<file path="src/rtl/instr_fetch_queue.sv">
// Sequential instruction fetcher with a DEPTH-entry return queue. Request at t, data at t+1, head valid at t+2.
// Requests are credit-limited (count + in-flight < DEPTH); a redirect flushes everything and refetches at the target.
module instr_fetch_queue #(
    parameter int          DEPTH    = 4,
    parameter logic [31:0] RESET_PC = 32'h0000_0000,
    parameter logic [31:0] NOP      = 32'h0000_0013
) (
    input  logic                     clk,
    input  logic                     rst,
    output logic                     IM_req,
    output logic [31:0]              IM_addr,
    input  logic [31:0]              IM_rdata,
    input  logic                     EX_redirect,
    input  logic [31:0]              EX_target,
    input  logic                     DU_pop,
    output logic                     IFQ_valid,
    output logic [31:0]              IFQ_Instr,
    output logic [31:0]              IFQ_PC,
    output logic [$clog2(DEPTH):0]   IFQ_count
);

    localparam int AW = $clog2(DEPTH);
    localparam int CW = AW + 1;
    localparam logic [CW:0] DEPTH_W = (CW + 1)'(DEPTH);

    typedef enum logic [1:0] {
        IDLE  = 2'd0,
        FETCH = 2'd1,
        FULL  = 2'd2
    } state_t;

    typedef struct packed {
        logic [31:0] pc;
        logic [31:0] instr;
    } ifq_entry_t;

    state_t          state_q, state_d;
    logic [31:0]     fetch_pc;
    logic            inflight_q;
    logic [31:0]     inflight_pc;
    logic [AW-1:0]   wr_ptr, rd_ptr;
    logic [CW-1:0]   count_q, count_d;
    ifq_entry_t      queue_mem [DEPTH];

    logic            head_vld;
    logic            room;
    logic            im_req;
    logic            push;
    logic            pop;
    logic [CW:0]     credits_used;

    assign head_vld     = (count_q != '0);
    assign credits_used = {1'b0, count_q} + {{CW{1'b0}}, inflight_q};
    assign room         = (credits_used < DEPTH_W);

    // Redirect outranks both queue ports: the returning word and any pop are discarded.
    assign push = inflight_q && !EX_redirect;
    assign pop  = DU_pop && head_vld && !EX_redirect;

    always_comb begin
        count_d = count_q;
        if (EX_redirect) begin
            count_d = '0;
        end else begin
            case ({push, pop})
                2'b10:   count_d = count_q + CW'(1);
                2'b01:   count_d = count_q - CW'(1);
                default: count_d = count_q;
            endcase
        end
    end

    always_comb begin
        state_d = state_q;
        im_req  = 1'b0;
        case (state_q)
            IDLE:  state_d = FETCH;
            FETCH: begin
                im_req = room;
                if (!EX_redirect && !room)
                    state_d = FULL;
            end
            FULL: begin
                if (EX_redirect || ({1'b0, count_d} < DEPTH_W))
                    state_d = FETCH;
            end
            default: state_d = IDLE;
        endcase
    end

    always_ff @(posedge clk) begin
        if (rst) begin
            state_q     <= IDLE;
            fetch_pc    <= {RESET_PC[31:2], 2'b00};
            inflight_q  <= 1'b0;
            inflight_pc <= '0;
            wr_ptr      <= '0;
            rd_ptr      <= '0;
            count_q     <= '0;
        end else begin
            state_q <= state_d;
            count_q <= count_d;
            if (EX_redirect) begin
                fetch_pc   <= {EX_target[31:2], 2'b00};
                inflight_q <= 1'b0;
                wr_ptr     <= '0;
                rd_ptr     <= '0;
            end else begin
                inflight_q <= im_req;
                if (im_req) begin
                    inflight_pc <= fetch_pc;
                    fetch_pc    <= fetch_pc + 32'd4;
                end
                if (push)
                    wr_ptr <= wr_ptr + AW'(1);
                if (pop)
                    rd_ptr <= rd_ptr + AW'(1);
            end
        end
    end

    always_ff @(posedge clk) begin
        if (push && !rst)
            queue_mem[wr_ptr] <= '{pc: inflight_pc, instr: IM_rdata};
    end

    // The credit rule must make this unreachable.
    assert property (@(posedge clk) disable iff (rst) !(push && !pop && count_q == CW'(DEPTH)));

    // Outputs are forced idle while reset is held, not only after the reset edge.
    assign IM_req    = im_req && !rst;
    assign IM_addr   = fetch_pc;
    assign IFQ_valid = head_vld && !rst;
    assign IFQ_Instr = (head_vld && !rst) ? queue_mem[rd_ptr].instr : NOP;
    assign IFQ_PC    = (head_vld && !rst) ? queue_mem[rd_ptr].pc : 32'h0;
    assign IFQ_count = rst ? '0 : count_q;

endmodule

</file>
<file path="config.mk">
export PLATFORM = sky130hd
export DESIGN_NAME = instr_fetch_queue
export DESIGN_NICKNAME = d
export VERILOG_FILES = /design/src/rtl/instr_fetch_queue.sv
export SDC_FILE = /design/constraint.sdc
export NUM_CORES = 1
export LEC_CHECK = 0
export CORE_MARGIN = 5
export CORE_UTILIZATION = 66
export DETAILED_ROUTE_END_ITERATION = 12
export DONT_BUFFER_PORTS = 1
export GPL_ROUTABILITY_DRIVEN = 0
export GPL_TIMING_DRIVEN = 0
export PLACE_DENSITY = 0.8
export SLEW_MARGIN = 10
export SYNTH_ARGS = -nofsm -noshare
export SYNTH_HDL_FRONTEND = slang
export SYNTH_SLANG_ARGS = --single-unit
export TNS_END_PERCENT = 10
</file>
<file path="constraint.sdc">
create_clock -name clk -period 6.7 [get_ports clk]
set_input_delay 1.005 -clock clk [delete_from_list [all_inputs] [get_ports clk]]
set_output_delay 1.005 -clock clk [all_outputs]
set_load 0.03 [all_outputs]
</file>
==> impl_results.md, run 1 <==
* Synth top area share at between 50% and 60%
* GRT Util Overall at between 20 and 30%
* Hold Crit Start: inflight_pc[11]
* Sequential area share after synthesis at between 60% and 70%
* Top cells by area, synth: edfxtp_1 58%, dfxtp_1 11%, mux4_2 11%
* Fin cells at about 1,200
* Post-synth EDFFs at 248
* Pwr Density at ~280 mW/mm2
* Insertion delay to the later sink of the worst-skew pair at 550 ps
* CP Capture Type: primary output
* Syn Std Cell Area at roughly 0.013 mm2
* Layout Skew at 11.54 ps
* Fin area at approximately 0.014 mm2
* Number of global-route vias before repair at just under 8,000
* Root buffer cell: clkbuf_16
* Final cycle utilization of the critical path at 63.63%
* Cells on worst reg2reg path at 8
* Area grow syn2layout at 11.57%
* Total global routing overflow at 0
* Sum Neg Setup Slack at 0 ps
* Clock tree buffer depth at 3
* Via Count at 7,544
* TritonRoute pass-1 iters at 6
* Clk sinks at 320
* Placed Cells at between 1,000 and 1,500
* Detailed-route vias per instance at 6.503
* DIE WIDTH at about 150 um
* Req. time, crit path at between 5000 and 6000 ps
* Worst slew margin at between 20% and 30%
* Num rows at just over 50
* Postcts setup bufs at 0
* Min-delay worst type: reg2reg
* Syn. warnings at 0
* Clock-pin slew on the worst setup and hold paths at approximately 60 ps
* Crit path arrival time at about 3300 ps
* FF+latch count, synth at 320
* R2r startpoint: count_q[0]
* Wirelength, routed at ~29 mm
* CTS tree: built
* Avg Inst Size Synth at 15.38 um2
* Hold Path End: queue_mem[0][43]
* Post-route DRC at 0
* Cell variety after synth at 53
* Layout cell share with drive strength beyond 1 at between 10% and 20%
* Hold Fails Final Rpt at 0
* Post-DP Area at approximately 0.013 mm2
* I/O pins at 169
* Critical path fanouts, max at 10
* Most used DFF post-synth: edfxtp_1
* Initial Util at about 66%
* Core area at 0.01927 mm2
* First-pass GRT wire length at 44.25 mm
* Max-cap viol count at 0
* Setup violators final at 0
* Antenna Violating Nets Remaining at 0
* VDD IR max at 0.2092 mV
* Share of flip-flops with an asynchronous set or reset at 0%
* Fmax at 0.2346 GHz
* Status: finished, final reports clean
* Slew Limit Fails at 0
* Commonest non-fill, non-tap cell in the layout: edfxtp_1
* Total CTS buffers at 30
* Setup Crit Path Kind: reg2out
* Nets at about 950
* Hold Buf Count CTS at 0
* Wire length per cell at approximately 25 um
* Worst-Margin Slew at ~1200 ps
* Ant. Diodes at 0
* Most frequent cells in the layout: 248 x edfxtp_1, 72 x dfxtp_1, 62 x mux4_2, 60 x and2_1, 58 x clkbuf_1
* Port buffer count at 0
* Syn Inst Count at about 830
* Die ar. at 0.02227 mm2
* Dominant cell type by area after synthesis: edfxtp_1
* Leakage at 4.462 nW
* CTS H-tree lvls at 1
* Initial antenna violation count at 1
* Worst Hold Depth at 0
* Worst R2R Setup Slack at a little under 4000 ps
* Resized cells post-CTS at 0
* Element type at the critical path start: register
* RR Endpoint: state_q[0]
* RSZ-0062 raised after global routing: false
* Iter 0 DRT Violations at 762
* Largest net degree at the start of global routing at 51
* Crit path time final at approximately 4300 ps
* Die Y at approximately 150 um
* Detailed Place HPWL at around 19 mm
-- power by group --
part | switching (mW) | internal, mW | total, mW
Combinational | 0.0755 | 0.0360 | 0.112
Clock | 0.688 | 1.02 | 1.70
Sequential | 0.0639 | 2.15 | 2.22
-- cell families after synthesis --
kind of cell	Yosys count	share of synthesized area (%)
buf+inv	71	2.219
mux	64	11.07
compound gates	120	5.749
simple gates	236	9.846
fa+ha+maj	7	0.7430
flops	320	69.46
other cells	1	0.02930
xor+xnor	13	0.8897
-- critical path: stages (launching register included) --
cell	delay (ps)
dfxtp_1	300
clkbuf_1	640
buf_1	710
mux4_2	580
or3_1	470
-- sequential cells by signal, indices dropped and copies added, names as in the netlist, named ones only --
signal       cells
rd_ptr           2
IM_addr         30
queue_mem      248
inflight_pc     30
count_q          3
state_q          2
inflight_q       1
wr_ptr           2
-- metrics by stage --
stage | hold WS, ps | setup WS (ps) | power, mW | util, %
after global placement | 466.6 | 1941 | 2.357 | 68.19
after global routing | 512.0 | 2145 | 4.155 | 74.09
after CTS | 505.9 | 2362 | 4.043 | 74.09
final | 505.2 | 2437 | 4.033 | 74.09
after detailed placement | 491.0 | 2615 | 2.366 | 68.86
after floorplan | 453.8 | 3255 | 2.322 | -
-- layout make-up --
| cell class | instances | area, um2 |
|---|---|---|
| Buffer | 60 | 242.7 |
| Multi-Input combinational cell | 444 | 3656 |
| Fill cell | 1181 | 4994 |
| Tap cell | 265 | 331.6 |
| Inverter | 11 | 41.29 |
| Clock inverter | 6 | 78.83 |
| Sequential cell | 320 | 8889 |
| Timing Repair Buffer | 4 | 110.1 |
| Clock buffer | 50 | 928.4 |
-- Yosys cell counts, types with 2 or more instances --
master and n:
clkbuf_1 46, and4_1 6, ha_1 6, nor3_1 6, nand4_1 9, o21ai_0 44, and3_1 8, nand2_1 50
xor2_1 5, a31oi_1 3, or4_1 3, a311oi_1 7, or3_1 12, a211oi_1 14, nor2_1 40, a221o_1 4
edfxtp_1 248, o21a_1 2, buf_1 8, xnor2_1 8, a21oi_1 34, mux2i_1 2, buf_4 4, dfxtp_1 72
nor3b_1 3, o31ai_1 2, nand3_1 16, o211ai_1 4, nor2b_1 3, and2_1 60, nor4_1 11, mux4_2 62
inv_1 10
-- worst max-delay path by stage --
stage / to / start / cells past startpoint
6_report: IFQ_Instr[4] / register / 4
5_1_grt: IFQ_Instr[4] / register / 4
4_1_cts: IFQ_Instr[4] / register / 4
3_5_place_dp: IFQ_PC[27] / rst / 4
3_3_place_gp: queue_mem[0][4] / EX_redirect / 3
2_1_floorplan: queue_mem[0][0] / EX_redirect / 3
-- per-layer routing --
metal	track usage, %	up-vias	routed length, um
met1	34.51	3750	10750
met3	7.931	70	3205
li1	-	3272	-
met5	0	-	9
met4	8.055	2	861
met2	41.68	450	13790
(Power assumes the default switching activity.)
==> run 2, diff against run 1 <==
CORE_UTILIZATION = 57   (was 66)
PLACE_DENSITY = 0.73   (was 0.8)
clock period = 3.44 ns   (was 6.7 ns; I/O delays follow)
==> impl_results.md, run 2 (synthesized netlist as in run 1, its figures left out) <==
* Largest reg by FF count: queue_mem
* Area grow syn2layout at 11.95%
* Iter 0 DRT Violations at 703 (-7.7%)
* Sw Ratio at 20.63% (+0.12 points)
* Layout Skew at 16.25 ps (+4.712 ps)
* Net switching power at 1.613 mW (+95%)
* Detailed-route vias per instance at 6.395 (-1.7%)
* Root buffer cell: clkbuf_16
* Crit path arrival time at 2700 ps (-560 ps)
* Nets at 947 (+0.11%)
* Initial Util at 58.28% (-8.1 points)
* Element type at the critical path start: register
* Slowest-stage cell, CP: clkdlybuf4s15_1
* Wire length per cell at 24.59 um (-0.34%)
* Slew Limit Fails at 0 (unchanged)
* Total global routing overflow at 0 (unchanged)
* Die ar. at 0.02555 mm2 (+15%)
* Number of global-route vias before repair at 7,757 (+0.74%)
* Sequential Power Share at 55.2% (+0.2 points)
* Hold Fails Final Rpt at 0 (unchanged)
* Clock-pin slew on the worst setup and hold paths at 70 ps (about the same)
* Crit path time final at 3221 ps
* RSZ-0062 raised after global routing: false
* Min-delay worst type: in2reg
* Worst slew margin at 45.83% (+23 points)
* First-pass GRT wire length at 44.79 mm (+1.2%)
* Cells on worst reg2reg path at 8 (unchanged)
* Layout cell share with drive strength beyond 1 at 14.73% (+1.2 points)
* Post-route DRC at 0 (unchanged)
* Insertion delay to the later sink of the worst-skew pair at 550 ps (about the same)
* Num rows at 54 (+5.9%)
* Clk sinks at 320 (unchanged)
* Setup Crit Path Kind: reg2out
* Final cycle utilization of the critical path at around 94%
* Final core utilization at 65.24% (-8.8 points)
* Req. time, crit path at 2920 ps (-2770 ps)
* Detailed Place HPWL at 19.51 mm (+3.6%)
* Hold Slack at 63.26 ps (-442.0 ps)
* Die Y at 159.8 um (+7.1%)
* CTS H-tree lvls at 1 (unchanged)
* Hold Crit Start: IM_rdata[1]
* Clock power share at 42.0% (-0.2 points)
* Antenna Violating Nets Remaining at 0 (unchanged)
* Comb power frac at 2.7% (about the same)
* Wirelength, routed at 28.91 mm (+1.0%)
* Internal at 6.205 mW (+94%)
* CP Capture Type: primary output
* Via Count at 7,520 (-0.32%)
* Hold Buf Count CTS at 0 (unchanged)
* CTS tree: built
* DIE WIDTH at 159.8 um (+7.1%)
* Clock tree buffer depth at 3 (unchanged)
* Critical path fanouts, max at 10 (unchanged)
* VDD IR max at 0.3239 mV (+55%)
* Commonest non-fill, non-tap cell in the layout: edfxtp_1
* Status: finished, final reports clean
* Ant. Diodes at 0 (unchanged)
* Pwr Total at 7.818 mW (+94%)
* Leakage at 4.491 nW (+0.66%)
* Initial antenna violation count at 3 (+2)
* Core area at 0.02196 mm2 (+14%)
* Largest net degree at the start of global routing at 41 (-20%)
* Setup violators final at 0 (unchanged)
* CP peak stage delay at 680 ps (-30 ps)
* Most frequent cells in the layout: 248 x edfxtp_1, 72 x dfxtp_1, 62 x mux4_2, 60 x and2_1, 51 x clkbuf_1
* Fmax at 0.3105 GHz
* TritonRoute pass-1 iters at 5 (-1)
* Pwr Density at 545.7 mW/mm2 (+93%)
* Total CTS buffers at 31 (+3.3%)
* GRT Util Overall at 22.37% (-3.5 points)
* Max FFs per register at 248 (unchanged)
* Worst-Margin Slew at 806.3 ps (-345.6 ps)
* Port buffer count at 0 (unchanged)
* Crit path cell chain: clkbuf_2, clkdlybuf4s15_1, mux4_2, and2_1
* R2r startpoint: count_q[1]
* Max-cap viol count at 0 (unchanged)
* I/O pins at 169 (unchanged)
* RR Endpoint: state_q[0]
* Crit path to: IFQ_Instr[10]
* Worst R2R Setup Slack at 630 ps (-3330 ps)
==> run 2: changes by cell type in the layout (fill, tap and decap cells not counted), sizes merged <==
cell           previous run  this run
clkinv                    5        13
clkbuf                   97        91
buf                      17        11
clkdlybuf4s15             0         4
bufinv                    2         3
==> run 2: per-stage QoR <==
step                cells  area, um2  setup TNS, ps  setup WS (ps)
floorplan             835      12810              0          483.8
global placement     1115      13160        -206060         -855.4
detailed placement   1119      13290         -91.67         -91.67
CTS                  1176      14310              0          88.92
global route         1176      14330              0          7.992
finish               1176      14330              0          219.1
==> run 2: worst max-delay path, delay by kind of cell, from the launching register on <==
family / cells / cell delay [ps]
flops: 1 / 310
mux: 1 / 590
simple gates: 1 / 280
buf+inv: 2 / 970
==> run 2: routing by layer <==
layer  part of all wire (%)  wire length (um)  track usage, %  up-vias
met1                     37             10760           28.71     3745
met2                     50             14360           37.93      414
met4                    2.0               577           4.928        6
li1                       -                 -               -     3290
met3                     11              3187           7.062       65
met5                  0.090                26               0        -
==> run 2: timing repair <==
| action | CTS | global route |
|---|---|---|
| gates resized for setup | 8 | 10 |
| buffers inserted | 0 | 0 |
| endpoints found under the setup margin | 60 | 23 |
| hold endpoints to repair | 0 | 0 |
==> run 2: layout make-up <==
class | instances | area [um2]
multi-input combinational | 444 | 3664
timing repair buffer | 4 | 110.1
fill | 1491 | 7632
clock inverter | 15 | 147.6
sequential | 320 | 8889
clock buffer | 42 | 847.1
tap | 280 | 350.3
buffer | 60 | 277.8
inverter | 11 | 41.29
==> run 2: worst min path at each step <==
stage                             to  slack (ps)  cells past startpoint
floorplan           queue_mem[0][34]         450                      0
global placement    queue_mem[3][44]         460                      0
global route        queue_mem[1][15]          40                      0
finish               queue_mem[0][1]          60                      0
CTS                 queue_mem[2][22]          50                      0
detailed placement  queue_mem[1][50]         490                      0
==> run 2: power by group through the flow <==
stage | clock [mW] | sequential (mW) | combinational [mW]
floorplan | 0 | 4.37 | 0.156
global placement | 0 | 4.40 | 0.196
detailed placement | 0 | 4.40 | 0.208
CTS | 3.33 | 4.32 | 0.210
global route | 3.49 | 4.32 | 0.233
finish | 3.29 | 4.32 | 0.215
==> run 3, diff against run 2 <==
CELL_PAD_IN_SITES_DETAIL_PLACEMENT = 1   (was default)
CELL_PAD_IN_SITES_GLOBAL_PLACEMENT = 1   (was default)
CORE_MARGIN = 2   (was 5)
CORE_UTILIZATION = 48   (was 57)
MAX_ROUTING_LAYER = met4   (was default)
PLACE_DENSITY = 0.74   (was 0.73)
==> impl_results.md, run 3 (synthesized netlist as in run 1, its figures left out) <==
* Placed Cells at 1,174 (+4.9%)
* Clock tree buffer depth at 3 (unchanged)
* Worst-Margin Slew at 918.3 ps (+112.0 ps)
* Failing checks: DRC
* Clock-pin slew on the worst setup and hold paths at 60 ps (about the same)
* Pwr Density at 576.7 mW/mm2 (+5.7%)
* Slowest-stage cell, CP: nor3_1
* Hold Buf Count CTS at 0 (unchanged)
* Slew Limit Fails at 0 (unchanged)
* Net switching power at 1.737 mW (+7.7%)
* Total global routing overflow at 0 (unchanged)
* Core area at 0.02613 mm2 (+19%)
* Insertion delay to the later sink of the worst-skew pair at 510 ps (-40 ps)
* First-pass GRT wire length at 46.26 mm (+3.3%)
* Detailed-route vias per instance at 5.885 (-8.0%)
* Setup violators final at 0 (unchanged)
* Delay-heaviest family, CP: simple AND/OR/NAND/NOR gates
* Internal at 6.687 mW (+7.8%)
* Crit path cell chain: nor3_1, nor2_2, clkbuf_1, and2_1
* Sequential Power Share at 51.3% (-3.9 points)
* Total CTS buffers at 35 (+13%)
* Hold Fails Final Rpt at 0 (unchanged)
* Fmax at 0.3104 GHz (about the same)
* Initial antenna violation count at 1 (-2)
* Setup Crit Path Kind: reg2out
* Min-delay worst type: in2reg
* CTS tree: built
* Post-route DRC at 14 (+14)
* Number of global-route vias before repair at 7,810 (+0.68%)
* Antenna Violating Nets Remaining at 0 (unchanged)
* DIE WIDTH at 167.3 um (+4.7%)
* Wirelength, routed at 29.80 mm (+3.1%)
* Worst slew margin at 38.31% (-7.5 points)
* Via Count at 7,274 (-3.3%)
* Iter 0 DRT Violations at 471 (-33%)
* Num rows at 59 (+9.3%)
* Die Y at 167.3 um (+4.7%)
* CTS H-tree lvls at 2 (+1)
* Buffers and inverters on the worst path at 1 (-1)
* Layout Skew at 14.90 ps (-1.352 ps)
* Area grow syn2layout at 14.15%
* Req. time, crit path at 2920 ps (about the same)
* Most frequent cells in the layout: 248 x edfxtp_1, 71 x dfxtp_1, 62 x mux4_2, 60 x and2_1, 51 x clkbuf_1
* Sw Ratio at 20.62% (about the same)
* GRT Util Overall at 22.18% (-0.19 points)
* Nets at 949 (+0.21%)
* Max-cap viol count at 0 (unchanged)
* Element type at the critical path start: register
* Fin cells at 1,236 (+5.1%)
* Die ar. at 0.02798 mm2 (+9.5%)
* Port buffer count at 0 (unchanged)
* Initial Util at 48.97% (-9.3 points)
* Clock power share at 46.2% (+4.2 points)
* Final cycle utilization of the critical path at 93.66% (about the same)
* Detailed Place HPWL at 19.75 mm (+1.3%)
* Status: complete, but fails checks
* Root buffer cell: clkbuf_16
* Largest net degree at the start of global routing at 49 (+20%)
* Sum Neg Setup Slack at 0 ps (unchanged)
* Crit path time final at 3222 ps (+0.9400 ps)
* TritonRoute pass-1 iters at 9 (+4)
* Leakage at 4.562 nW (+1.6%)
* Pwr Total at 8.424 mW (+7.8%)
* Layout cell share with drive strength beyond 1 at 15.67% (+0.93 points)
* Largest reg by FF count: queue_mem
* CP peak stage delay at 770 ps (+90 ps)
* CP Capture Type: primary output
* I/O pins at 169 (unchanged)
* Comb power frac at 2.5% (-0.2 points)
* # fillers at 2,500 (+68%)
* Wire length per cell at 24.11 um (-1.9%)
* Critical path fanouts, max at 10 (unchanged)
* Crit path arrival time at 2710 ps (about the same)
* RSZ-0062 raised after global routing: false
* Max FFs per register at 248 (unchanged)
* VDD IR max at 0.2815 mV (-13%)
* Clk sinks at 320 (unchanged)
* Commonest non-fill, non-tap cell in the layout: edfxtp_1
==> run 3: cell type report <==
cell class	instances	area (um2)	area share [%]
Antenna cell	1	2.502	0.01713
Buffer	58	280.3	1.919
Clock buffer	44	952.2	6.518
Clock inverter	19	256.5	1.756
Inverter	11	41.29	0.2827
Multi-Input combinational cell	444	3664	25.08
Sequential cell	320	8890	60.86
Tap cell	335	419.2	2.869
Timing Repair Buffer	4	102.6	0.7024
==> run 3: power by group through the flow <==
stage / sequential [mW] / combinational (mW) / clock [mW]
2_1_floorplan: 4.37 / 0.156 / 0
3_3_place_gp: 4.40 / 0.205 / 0
3_5_place_dp: 4.40 / 0.211 / 0
4_1_cts: 4.32 / 0.213 / 3.96
5_1_grt: 4.33 / 0.234 / 4.10
6_report: 4.32 / 0.212 / 3.89
==> run 3: per-stage QoR <==
step	setup slack [ps]	hold WS [ps]	utilization [%]	cell area [um2]
6_report	218.1	102.4	55.90	14610
5_1_grt	52.83	82.77	55.90	14610
4_1_cts	11.65	83.47	55.90	14610
3_5_place_dp	-2.340	487.7	51.09	13350
3_3_place_gp	-948.5	478.2	50.62	13230
2_1_floorplan	483.8	453.8	-	12810
==> run 3: worst register-to-register path, stage by stage, from the launching register on <==
cell and delay [ps]:
dfxtp_1 380, nor3_1 770, nor3b_1 200, ha_1 280
fa_1 400, xnor2_1 160, nor3_1 220, nor2_1 100
o311a_1 290
==> run 3: path summary, 6_finish.rpt <==
path / cells after the start / from / slack, ps / endpoint
min: 0 / IM_rdata[30] / 100 / queue_mem[2][30]
min reg2reg: 0 / inflight_pc[9] / 500 / queue_mem[1][41]
max: 4 / count_q[0] / 220 / IFQ_PC[22]
max reg2reg: 8 / count_q[0] / 530 / state_q[0]
==> run 3: layer usage <==
layer	up-vias	part of all wire (%)	global-route usage (%)
li1	3283	-	-
met1	3721	43	28.62
met2	236	48	35.74
met3	34	7.4	5.767
met4	0	1.7	5.028
met5	-	0	-
==> run 3: timing repair <==
| action | CTS | global route |
|---|---|---|
| setup endpoints to repair | 61 | 1 |
| setup buffers | 0 | 0 |
| resized for setup | 14 | 1 |
